File: config.mk
export PLATFORM = sky130hd
export DESIGN_NAME = muldiv_arbiter
export DESIGN_NICKNAME = d
export VERILOG_FILES = /design/src/rtl/muldiv_arbiter.sv
export SDC_FILE = /design/constraint.sdc
export NUM_CORES = 1
export LEC_CHECK = 0
export CORE_AREA = 2 2 116 118
export DETAILED_ROUTE_END_ITERATION = 6
export DIE_AREA = 0 0 118 120
export PLACE_DENSITY_LB_ADDON = 0.05
export SLEW_MARGIN = 20
export SYNTH_ARGS = -nofsm -noshare
export SYNTH_HDL_FRONTEND = slang
export SYNTH_SLANG_ARGS = --single-unit
File: constraint.sdc
create_clock -name clk -period 2.9 [get_ports clk]
set_input_delay 0.58 -clock clk [delete_from_list [all_inputs] [get_ports clk]]
set_output_delay 0.58 -clock clk [all_outputs]
set_load 0.01 [all_outputs]
File: src/rtl/muldiv_arbiter.sv
// Arbitrates the two issue lanes onto one iterative mul/div unit, with flush
// draining and a hung-unit timeout.
module muldiv_arbiter #(
  parameter int XLEN    = 32,
  parameter int OPW     = 6,
  parameter int TAGW    = 4,
  parameter int TIMEOUT = 80
) (
  input  logic            clk,
  input  logic            reset,
  input  logic            req0_valid,
  input  logic [OPW-1:0]  req0_alucode,
  input  logic [XLEN-1:0] req0_a,
  input  logic [XLEN-1:0] req0_b,
  input  logic [TAGW-1:0] req0_tag,
  output logic            req0_ready,
  input  logic            req1_valid,
  input  logic [OPW-1:0]  req1_alucode,
  input  logic [XLEN-1:0] req1_a,
  input  logic [XLEN-1:0] req1_b,
  input  logic [TAGW-1:0] req1_tag,
  output logic            req1_ready,
  output logic            unit_start,
  output logic [OPW-1:0]  unit_alucode,
  output logic [XLEN-1:0] unit_a,
  output logic [XLEN-1:0] unit_b,
  input  logic            unit_done,
  input  logic [XLEN-1:0] unit_result,
  input  logic            flush,
  output logic            rsp_valid,
  output logic            rsp_lane,
  output logic [TAGW-1:0] rsp_tag,
  output logic [XLEN-1:0] rsp_data,
  input  logic            rsp_ready,
  output logic            busy,
  output logic            timeout_err
);

  localparam int CW = $clog2(TIMEOUT + 1);

  typedef enum logic [2:0] {S_IDLE, S_START, S_WAIT, S_RESP, S_DRAIN} state_t;

  state_t          r_state;
  logic [OPW-1:0]  r_op;
  logic [XLEN-1:0] r_a;
  logic [XLEN-1:0] r_b;
  logic [TAGW-1:0] r_tag;
  logic            r_lane;
  logic [CW-1:0]   r_cnt;
  logic            r_unit_start;
  logic            r_rsp_valid;
  logic [XLEN-1:0] r_rsp_data;
  logic            r_timeout_err;

  logic w_can_accept;
  logic w_accept0;
  logic w_accept1;
  logic w_cnt_last;

  assign w_can_accept = (r_state == S_IDLE) && !flush && !reset;
  assign req0_ready   = w_can_accept;
  assign req1_ready   = w_can_accept && !req0_valid;
  assign w_accept0    = req0_valid && req0_ready;
  assign w_accept1    = req1_valid && req1_ready;
  assign w_cnt_last   = (r_cnt == CW'(TIMEOUT - 1));

  always_ff @(posedge clk) begin
    if (reset) begin
      r_state       <= S_IDLE;
      r_op          <= '0;
      r_a           <= '0;
      r_b           <= '0;
      r_tag         <= '0;
      r_lane        <= 1'b0;
      r_cnt         <= '0;
      r_unit_start  <= 1'b0;
      r_rsp_valid   <= 1'b0;
      r_rsp_data    <= '0;
      r_timeout_err <= 1'b0;
    end else begin
      r_unit_start <= 1'b0;
      case (r_state)
        S_IDLE: begin
          if (w_accept0) begin
            r_op         <= req0_alucode;
            r_a          <= req0_a;
            r_b          <= req0_b;
            r_tag        <= req0_tag;
            r_lane       <= 1'b0;
            r_unit_start <= 1'b1;
            r_state      <= S_START;
          end else if (w_accept1) begin
            r_op         <= req1_alucode;
            r_a          <= req1_a;
            r_b          <= req1_b;
            r_tag        <= req1_tag;
            r_lane       <= 1'b1;
            r_unit_start <= 1'b1;
            r_state      <= S_START;
          end
        end
        S_START: begin
          r_cnt   <= '0;
          r_state <= flush ? S_DRAIN : S_WAIT;
        end
        S_WAIT: begin
          // A done coinciding with flush has nothing left to drain.
          if (flush) begin
            r_cnt   <= '0;
            r_state <= unit_done ? S_IDLE : S_DRAIN;
          end else if (unit_done) begin
            r_rsp_data  <= unit_result;
            r_rsp_valid <= 1'b1;
            r_state     <= S_RESP;
          end else if (w_cnt_last) begin
            r_timeout_err <= 1'b1;
            r_rsp_data    <= '0;
            r_rsp_valid   <= 1'b1;
            r_state       <= S_RESP;
          end else begin
            r_cnt <= r_cnt + CW'(1);
          end
        end
        S_RESP: begin
          if (flush || rsp_ready) begin
            r_rsp_valid <= 1'b0;
            r_state     <= S_IDLE;
          end
        end
        S_DRAIN: begin
          if (unit_done) begin
            r_state <= S_IDLE;
          end else if (w_cnt_last) begin
            r_timeout_err <= 1'b1;
            r_state       <= S_IDLE;
          end else begin
            r_cnt <= r_cnt + CW'(1);
          end
        end
        default: r_state <= S_IDLE;
      endcase
    end
  end

  // The unit re-samples its operands, so the latches drive it continuously.
  assign unit_start   = r_unit_start;
  assign unit_alucode = r_op;
  assign unit_a       = r_a;
  assign unit_b       = r_b;
  assign rsp_valid    = r_rsp_valid;
  assign rsp_lane     = r_lane;
  assign rsp_tag      = r_tag;
  assign rsp_data     = r_rsp_data;
  assign busy         = (r_state != S_IDLE);
  assign timeout_err  = r_timeout_err;

endmodule

==> key figures, run 1 <==
Clocking
  • Hold Buf Count CTS: 0
  • H-tree depth: 4
  • Setup bufs post-CTS: 0
  • Num Clock Sinks: 120
  • Clock buffer depth: 2
  • Post-CTS Resized: 0
  • CTS buffer count: 17
  • Clk Latency, worst-skew pair: 0.41 ns
  • Clock Tree Root: clkbuf_16
  • CTS tree: done
  • Clock transition at the registers of the reported paths: 0.05 ns

Synth
  • Most common cell in the netlist: nor2_1
  • Number of synthesized register bits: 120
  • Register area share after synthesis: 46.2%
  • Library cells used by synthesis: 44
  • Post-synth ARST share: 0%
  • Top area cells in the synthesized netlist: dfxtp_1 (46%), a211oi_1 (11%), nor2_1 (11%), o21ai_0 (7.4%), nand2_1 (5.6%)
  • Mapped Cells: 655
  • Ys flop type: dfxtp_1
  • Synth Area per Inst: 7.94 um2
  • Yosys Warn Count: 0
  • Synth top cells by count: nor2_1 (151), dfxtp_1 (120), a211oi_1 (78), nand2_1 (78), o21ai_0 (77)
  • Leading area contributor after synthesis: dfxtp_1
  • Post-Syn Nets: 843
  • Mapped cell area: 5200 um2
  • Top-area cell type share of the netlist area: 46.2%
  • Post-synth EDFFs: 0

Power and ir drop
  • Peak VDD IR: 0.409 mV
  • Total Power: 4.71 mW
  • Switching Share: 25.1%
  • Gate power share: 20.2%
  • Static leakage: 3.19 nW
  • Clock power frac: 41.0%
  • Sequential share of power: 38.8%
  • Int Power: 3.53 mW
  • NetSw: 1.18 mW
  • Pwr Density: 534 nW/um2

Timing
  • Final Hold Viols: 0
  • Unrepaired setup endpoints after global routing: false
  • Max Slew Vio Count: 0
  • Worst slew pin tran: 0.820 ns
  • Setup tns final: 0 ns
  • Final min period: 2.83 ns
  • Setup WS post-layout: 0.0743 ns
  • Achievable Freq: 354 MHz
  • Worst hold margin: 0.473 ns
  • Clock Skew: 0.00525 ns
  • Final setup fails: 0
  • Slew HR: 45.3%
  • Final worst path period share: 97.4%

Detailed routing
  • Wire per inst: 16.7 um
  • Vias/cell: 5.23
  • Iteration count of the initial detailed-routing pass: 4
  • WL final: 18600 um
  • Final antenna-violating net count: 0
  • Post-route DRC violation count: 0
  • Initial detailed-routing violation count: 242
  • DR vias: 5816

Hold path
  • Hold Crit Depth: 2
  • Hold Crit Endpoint: timeout_err$_SDFFE_PP0P_
  • HP Start: timeout_err$_SDFFE_PP0P_
  • Hold WC Path Type: reg -> reg

Floorplan
  • Die Y: 120 um
  • Initial Util: 40.1%
  • Site row count: 42
  • Total core area: 13000 um2
  • Io pins: 300
  • Die Area: 14200 um2
  • Die Span X: 118 um

Critical path
  • Arr. time, crit path: 2.25 ns
  • Max FO, Critical Path: 3
  • Reg2reg end: rsp_lane$_SDFFE_PP0P_
  • Worst R2R Setup Slack: 0.66 ns
  • Reg2reg path depth: 5
  • Type of the worst setup path: in -> out
  • WP data required: 2.32 ns
  • Reg2reg start: r_state[2]$_SDFFE_PP0P_
  • CP Launch Type: input port
  • Crit end category: output pin

Global route
  • First-pass GRT wire length: 28800 um
  • Initial antenna violation count: 0
  • Grt ovf: 0
  • Pin count of the biggest net entering global routing: 77
  • Vias in the first global route: 5673
  • Total track usage: 25.7%

Layout
  • Area growth, synth to finish: 69.6%
  • ANT cells: 0
  • Final #Nets: 1115
  • Share of cells above drive strength 1: 5.24%

Placed design
  • Port buffer count: 299
  • Final Wtd Congestion: 0.838
  • HPWL after DPL: 13600 um
  • Pre-CTS WS: 0.119 ns

Run
  • Max-cap violations: 0

Status
  • Status: completed
-- power by group through the flow --
stage	Combinational, mW	Sequential [mW]	Clock [mW]
floorplan	0.355	1.89	0
global placement	0.935	1.86	0
detailed placement	0.952	1.86	0
CTS	0.958	1.83	1.96
global route	1.04	1.84	2.03
finish	0.952	1.83	1.93
-- final cells by class --
cell class | instances | area, um2
clock inverters | 4 | 45.0
fillers | 1098 | 4160
repair buffers | 312 | 3100
inverters | 3 | 11.3
flip-flops and latches | 120 | 2400
clock buffers | 24 | 492
multi-input cells | 473 | 2550
well taps | 176 | 220
-- critical path, stage by stage --
cell and delay (ns):
clkdlybuf4s50_1 0.42, or3_4 0.41, nor4_1 0.23, clkdlybuf4s50_1 0.60
-- registers in the layout (all words and copies together) (netlist names), 3 cells and up --
signal        count
rsp_tag           4
unit_alucode      6
unit_b           32
unit_a           32
r_cnt             7
rsp_data         32
r_state           3
-- worst max path at each step --
| stage | start | to | slack [ns] | cells after the start |
|---|---|---|---|---|
| floorplan | flush | req0_ready | 0.80 | 3 |
| global placement | flush | req1_ready | 0.13 | 4 |
| detailed placement | flush | req1_ready | 0.12 | 4 |
| CTS | flush | req1_ready | 0.09 | 4 |
| global route | flush | req1_ready | 0.007 | 4 |
| finish | flush | req1_ready | 0.07 | 4 |
-- cells in the final DEF (no fill, tap or decap), drive strengths merged, types with 2 or more instances in the layout --
master,count
nor3,6
clkdlybuf4s50,296
nor2,151
a22o,32
nor2b,3
nor4,3
dfxtp,120
a21oi,8
o211ai,4
nand4,2
clkinv,3
clkbuf,24
nand2,78
buf,16
a211oi,78
a31oi,2
o21ai,78
or3,4
inv,3
o22ai,4
nand3,2
-- through the flow --
stage                     utilization (%)  cell area [um2]  std cells
after floorplan                         -             5200        655
after global placement               63.8             8280       1084
after detailed placement             63.8             8280       1084
after CTS                            68.0             8820       1112
after global routing                 68.0             8820       1112
final                                68.0             8820       1112
-- logic make-up (layout without fill, tap and decap cells) --
family	Yosys count	count (layout)	share of synthesized area (%)
flip-flops	120	120	46.2
XOR/XNOR	1	1	0.168
multiplexers	1	1	0.192
buffers and inverters	62	343	5.15
AND/OR/NAND/NOR	260	260	21.2
AO/OA/AOI/OAI	210	210	26.8
adder cells (fa/ha/maj)	1	1	0.241
-- metal layers --
layer / track usage (%) / routed length, um / vias to the layer above
li1: - / - / 2846
met1: 27.2 / 7060 / 2675
met4: 12.8 / 671 / 0
met5: 0 / 0 / -
met2: 45.6 / 9300 / 251
met3: 8.98 / 1550 / 44
(Power assumes the default switching activity.)
==> inputs of run 2 (changes only) <==
- REMOVE_ABC_BUFFERS: unset -> 1
==> key figures, run 2 (synthesized netlist as in run 1, its figures left out) <==
Status
  • Status: completed

Floorplan
  • Initial Util: 40.1% (unchanged)
  • Die Span X: 118 um (unchanged)
  • Total core area: 13000 um2 (unchanged)
  • Die Y: 120 um (unchanged)
  • Io pins: 300 (unchanged)
  • Die Area: 14200 um2 (unchanged)
  • Site row count: 42 (unchanged)

Power and ir drop
  • Peak VDD IR: 0.414 mV (+1.1%)
  • Pwr Density: 546 nW/um2 (+2.3%)
  • Clock power frac: 42.6% (+1.6 points)
  • Static leakage: 3.23 nW (+1.3%)
  • NetSw: 1.20 mW (+1.7%)
  • Switching Share: 24.8% (-0.27 points)
  • Int Power: 3.64 mW (+3.2%)
  • Sequential share of power: 37.7% (-1.1 points)
  • Gate power share: 19.7% (-0.5 points)

Placed design
  • Final Wtd Congestion: 0.841 (+0.32%)
  • Port buffer count: 299 (unchanged)
  • Placed Cells: 1086 (+0.18%)
  • HPWL after DPL: 13400 um (-0.90%)
  • Pre-CTS WS: 0.0820 ns (-0.0370 ns)

Critical path
  • Crit-path cells: clkdlybuf4s50_1 > or3_4 > nor3_4 > clkdlybuf4s50_1
  • Type of the worst setup path: in -> out
  • Max FO, Critical Path: 3 (unchanged)
  • Slowest stage delay, CP: 0.60 ns (about the same)
  • Reg2reg start: r_state[1]$_SDFFE_PP0P_
  • Crit end category: output pin
  • Arr. time, crit path: 2.24 ns (about the same)
  • WP data required: 2.32 ns (about the same)
  • Reg2reg path depth: 4 (-1)
  • CP Launch Type: input port
  • Crit-path slowest cell: clkdlybuf4s50_1
  • Worst setup startpoint: flush
  • Cell mode on critical path: clkdlybuf4s50_1

Timing
  • Final setup fails: 0 (unchanged)
  • Setup tns final: 0 ns (unchanged)
  • Max Slew Vio Count: 0 (unchanged)
  • Worst hold margin: 0.468 ns (-0.00497 ns)
  • Clock Skew: 0.0116 ns (+0.00637 ns)
  • Final worst path period share: 97.4% (about the same)
  • Final Hold Viols: 0 (unchanged)
  • Worst slew pin tran: 0.915 ns (+0.0949 ns)
  • Achievable Freq: 354 MHz (about the same)
  • Unrepaired setup endpoints after global routing: false
  • Final min period: 2.82 ns (-0.00116 ns)
  • Setup WS post-layout: 0.0755 ns (+0.00116 ns)
  • Slew HR: 39.0% (-6.3 points)

Layout
  • Share of cells above drive strength 1: 5.74% (+0.50 points)
  • Final #Nets: 1117 (+0.18%)
  • Area growth, synth to finish: 70.5%
  • ANT cells: 0 (unchanged)
  • Commonest non-fill, non-tap cell in the layout: clkdlybuf4s50_1
  • Post-layout util: 68.3% (+0.36 points)
  • Most frequent cells in the layout: clkdlybuf4s50_1 (295), nor2_1 (151), dfxtp_1 (120)
  • Layout fillers: 1099 (+0.091%)
  • Layout Cells excl Fill: 1117 (+0.45%)
  • Register Area: 2400 um2 (unchanged)
  • Area occupied by multi-input gates: 2550 um2 (unchanged)

Detailed routing
  • DR vias: 5848 (+0.55%)
  • WL final: 18200 um (-2.3%)
  • Initial detailed-routing violation count: 372 (+54%)
  • Wire per inst: 16.2 um (-2.7%)
  • Iteration count of the initial detailed-routing pass: 5 (+1)
  • Final antenna-violating net count: 0 (unchanged)
  • Post-route DRC violation count: 0 (unchanged)
  • Vias/cell: 5.24 (+0.10%)

Clocking
  • H-tree depth: 4 (unchanged)
  • CTS tree: done
  • Setup bufs post-CTS: 0 (unchanged)
  • Hold Buf Count CTS: 0 (unchanged)
  • CTS buffer count: 17 (unchanged)
  • Clock transition at the registers of the reported paths: 0.05 ns (about the same)
  • Clk Latency, worst-skew pair: 0.42 ns (about the same)
  • Clock buffer depth: 2 (unchanged)
  • Num Clock Sinks: 120 (unchanged)
  • Clock Tree Root: clkbuf_16

Global route
  • Vias in the first global route: 5587 (-1.5%)
  • Pin count of the biggest net entering global routing: 87 (+13%)
  • First-pass GRT wire length: 28200 um (-2.1%)
  • Total track usage: 25.5% (-0.29 points)
  • Grt ovf: 0 (unchanged)
  • Initial antenna violation count: 1 (+1)

Hold path
  • HP Start: timeout_err$_SDFFE_PP0P_
  • Hold WC Path Type: reg -> reg
  • Hold Crit Depth: 2 (unchanged)

Run
  • Max-cap violations: 0 (unchanged)
[run 2: per-stage QoR]
stage | instance area, um2 | power, mW
floorplan | 4940 | 2.19
global placement | 8290 | 2.79
detailed placement | 8290 | 2.81
CTS | 8860 | 4.89
global route | 8870 | 5.05
finish | 8870 | 4.84
[run 2: final timing paths]
kind | slack, ns | endpoint
min reg2reg | 0.47 | timeout_err$_SDFFE_PP0P_
min | 0.47 | timeout_err$_SDFFE_PP0P_
max reg2reg | 0.85 | rsp_data[23]$_SDFFE_PP0P_
max | 0.08 | req0_ready
[run 2: worst max-delay path, delay by kind of cell]
kind                   cells  cell delay [ns]
and+or+nand+nor            2             0.64
buffers and inverters      2             1.03
[run 2: cell type report]
| class | instances | share of cell area [%] |
|---|---|---|
| well taps | 176 | 2.48 |
| clock buffers | 21 | 5.08 |
| inverters | 3 | 0.127 |
| multi-input cells | 473 | 28.8 |
| flip-flops and latches | 120 | 27.1 |
| clock inverters | 10 | 1.44 |
| repair buffers | 314 | 35.0 |
[run 2: repair_timing]
item / in CTS / in global routing
gates resized for setup: 0 / 1
setup endpoints to repair: 0 / 1
hold endpoints to repair: 0 / 0
[run 2: layer usage]
layer / vias to the layer above / GRT usage, % / wire [um]
met5: - / 0 / 13
met4: 2 / 13.0 / 642
met3: 40 / 8.65 / 1390
met2: 247 / 44.2 / 9050
met1: 2706 / 27.6 / 7050
li1: 2853 / - / -
[run 2: power groups by stage]
stage / sequential, mW / clock [mW] / combinational (mW)
floorplan: 1.90 / 0 / 0.291
global placement: 1.85 / 0 / 0.942
detailed placement: 1.86 / 0 / 0.955
CTS: 1.83 / 2.10 / 0.959
global route: 1.84 / 2.17 / 1.04
finish: 1.83 / 2.06 / 0.954
==> inputs of run 3 (changes only) <==
- CORE_AREA: 2 2 116 118 -> unset
- CORE_UTILIZATION: unset -> 30
- DIE_AREA: 0 0 118 120 -> unset
==> key figures, run 3 (synthesized netlist as in run 1, its figures left out) <==
Power and ir drop
  • Peak VDD IR: 0.349 mV (-16%)
  • Static leakage: 3.26 nW (+0.96%)
  • Total Power: 5.01 mW (+3.5%)
  • Pwr Density: 557 nW/um2 (+2.0%)

Critical path
  • WP data required: 2.32 ns (about the same)
  • CP Launch Type: input port
  • Crit end category: output pin
  • Reg2reg start: r_state[2]$_SDFFE_PP0P_
  • Worst setup startpoint: flush
  • Type of the worst setup path: in -> out
  • Arr. time, crit path: 2.25 ns (about the same)
  • Max FO, Critical Path: 3 (unchanged)

Global route
  • First-pass GRT wire length: 28900 um (+2.3%)
  • Vias in the first global route: 5637 (+0.89%)
  • Total track usage: 20.8% (-4.6 points)
  • Initial antenna violation count: 1 (unchanged)
  • Grt ovf: 0 (unchanged)
  • Pin count of the biggest net entering global routing: 60 (-31%)

Floorplan
  • Die Span X: 134 um (+13%)
  • Die Y: 134 um (+11%)
  • Site row count: 47 (+12%)
  • Die Area: 17900 um2 (+26%)
  • Total core area: 16800 um2 (+29%)
  • Initial Util: 31.0% (-9.0 points)
  • Io pins: 300 (unchanged)

Layout
  • Layout Cells excl Fill: 1163 (+4.1%)
  • Most frequent cells in the layout: clkdlybuf4s50_1 (295), nor2_1 (151), dfxtp_1 (120)
  • ANT cells: 0 (unchanged)
  • Final #Nets: 1118 (+0.090%)
  • Area growth, synth to finish: 72.9%
  • Post-layout util: 53.7% (-15 points)
  • Commonest non-fill, non-tap cell in the layout: clkdlybuf4s50_1
  • Share of cells above drive strength 1: 6.15% (+0.41 points)

Clocking
  • CTS buffer count: 17 (unchanged)
  • Clk Latency, worst-skew pair: 0.41 ns (about the same)
  • Hold Buf Count CTS: 0 (unchanged)
  • Clock Tree Root: clkbuf_16
  • Clock buffer depth: 2 (unchanged)
  • H-tree depth: 4 (unchanged)
  • Setup bufs post-CTS: 0 (unchanged)
  • CTS tree: done
  • Clock transition at the registers of the reported paths: 0.05 ns (about the same)
  • Num Clock Sinks: 120 (unchanged)
  • Post-CTS Resized: 0 (unchanged)

Timing
  • Clock Skew: 0.00519 ns (-0.00643 ns)
  • Final setup fails: 0 (unchanged)
  • Slew HR: 55.0% (+16 points)
  • Max Slew Vio Count: 0 (unchanged)
  • Unrepaired setup endpoints after global routing: false
  • Final min period: 2.83 ns (+0.000551 ns)
  • Setup WS post-layout: 0.0749 ns (-0.000551 ns)
  • Final Hold Viols: 0 (unchanged)
  • Achievable Freq: 354 MHz (about the same)
  • Worst slew pin tran: 0.675 ns (-0.240 ns)
  • Setup tns final: 0 ns (unchanged)
  • Final worst path period share: 97.4% (about the same)

Detailed routing
  • Iteration count of the initial detailed-routing pass: 4 (-1)
  • Vias/cell: 4.95 (-5.4%)
  • Wire per inst: 15.9 um (-2.4%)
  • Post-route DRC violation count: 0 (unchanged)
  • WL final: 18400 um (+1.6%)
  • Initial detailed-routing violation count: 219 (-41%)
  • DR vias: 5761 (-1.5%)
  • Final antenna-violating net count: 0 (unchanged)

Placed design
  • HPWL after DPL: 13600 um (+1.2%)
  • Placed Cells: 1131 (+4.1%)
  • Port buffer count: 299 (unchanged)
  • Final Wtd Congestion: 0.844 (+0.37%)
  • Pre-CTS WS: 0.0601 ns (-0.0219 ns)

Run
  • Max-cap violations: 0 (unchanged)

Status
  • Status: completed

Hold path
  • HP Start: rsp_data[7]$_SDFFE_PP0P_
  • Hold WC Path Type: reg -> reg
-- run 3: cell count changes in the layout (fill, tap and decap cells not counted), sizes merged --
cell    previous run  this run
buf               18        19
bufinv             3         4
clkbuf            21        20
clkinv             6         7
-- run 3: worst paths after layout --
path / end / slack, ns / depth (start not counted)
hold reg to reg: rsp_data[7]$_SDFFE_PP0P_ / 0.47 / 1
setup reg to reg: unit_b[10]$_SDFFE_PP0P_ / 0.78 / 5
hold / removal: rsp_data[7]$_SDFFE_PP0P_ / 0.47 / 1
setup / recovery: req1_ready / 0.07 / 4
-- run 3: critical path, stage by stage --
cell             delay (ns)
clkdlybuf4s50_1        0.47
or3_4                  0.42
nor4_1                 0.19
clkdlybuf4s50_1        0.59
-- run 3: layer usage --
| layer | part of all wire [%] | GRT usage [%] | wire (um) | vias to the layer above |
|---|---|---|---|---|
| li1 | - | - | - | 2859 |
| met1 | 40 | 23.0 | 7370 | 2663 |
| met2 | 49 | 35.9 | 9120 | 216 |
| met3 | 8.8 | 8.18 | 1630 | 23 |
| met4 | 1.8 | 7.70 | 330 | 0 |
| met5 | 0 | 0 | 0 | - |
-- run 3: power breakdown --
part	switching [mW]	total [mW]	leakage (nW)	internal, mW
Sequential	0.0737	1.83	0.978	1.76
Clock	0.749	2.23	0.310	1.48
Combinational	0.422	0.953	1.97	0.531
-- run 3: cell type report --
cell class | instances | area, um2
timing repair buffer | 315 | 3130
clock inverter | 12 | 174
inverter | 3 | 11.3
clock buffer | 20 | 457
sequential | 120 | 2400
fill | 1557 | 7760
multi-input combinational | 473 | 2550
tap | 220 | 275
-- run 3: per-stage QoR --
| step | instance area (um2) | hold slack [ns] |
|---|---|---|
| finish | 8990 | 0.472 |
| global route | 8990 | 0.488 |
| CTS | 8990 | 0.481 |
| detailed placement | 8360 | 0.463 |
| global placement | 8360 | 0.458 |
| floorplan | 4940 | 0.440 |
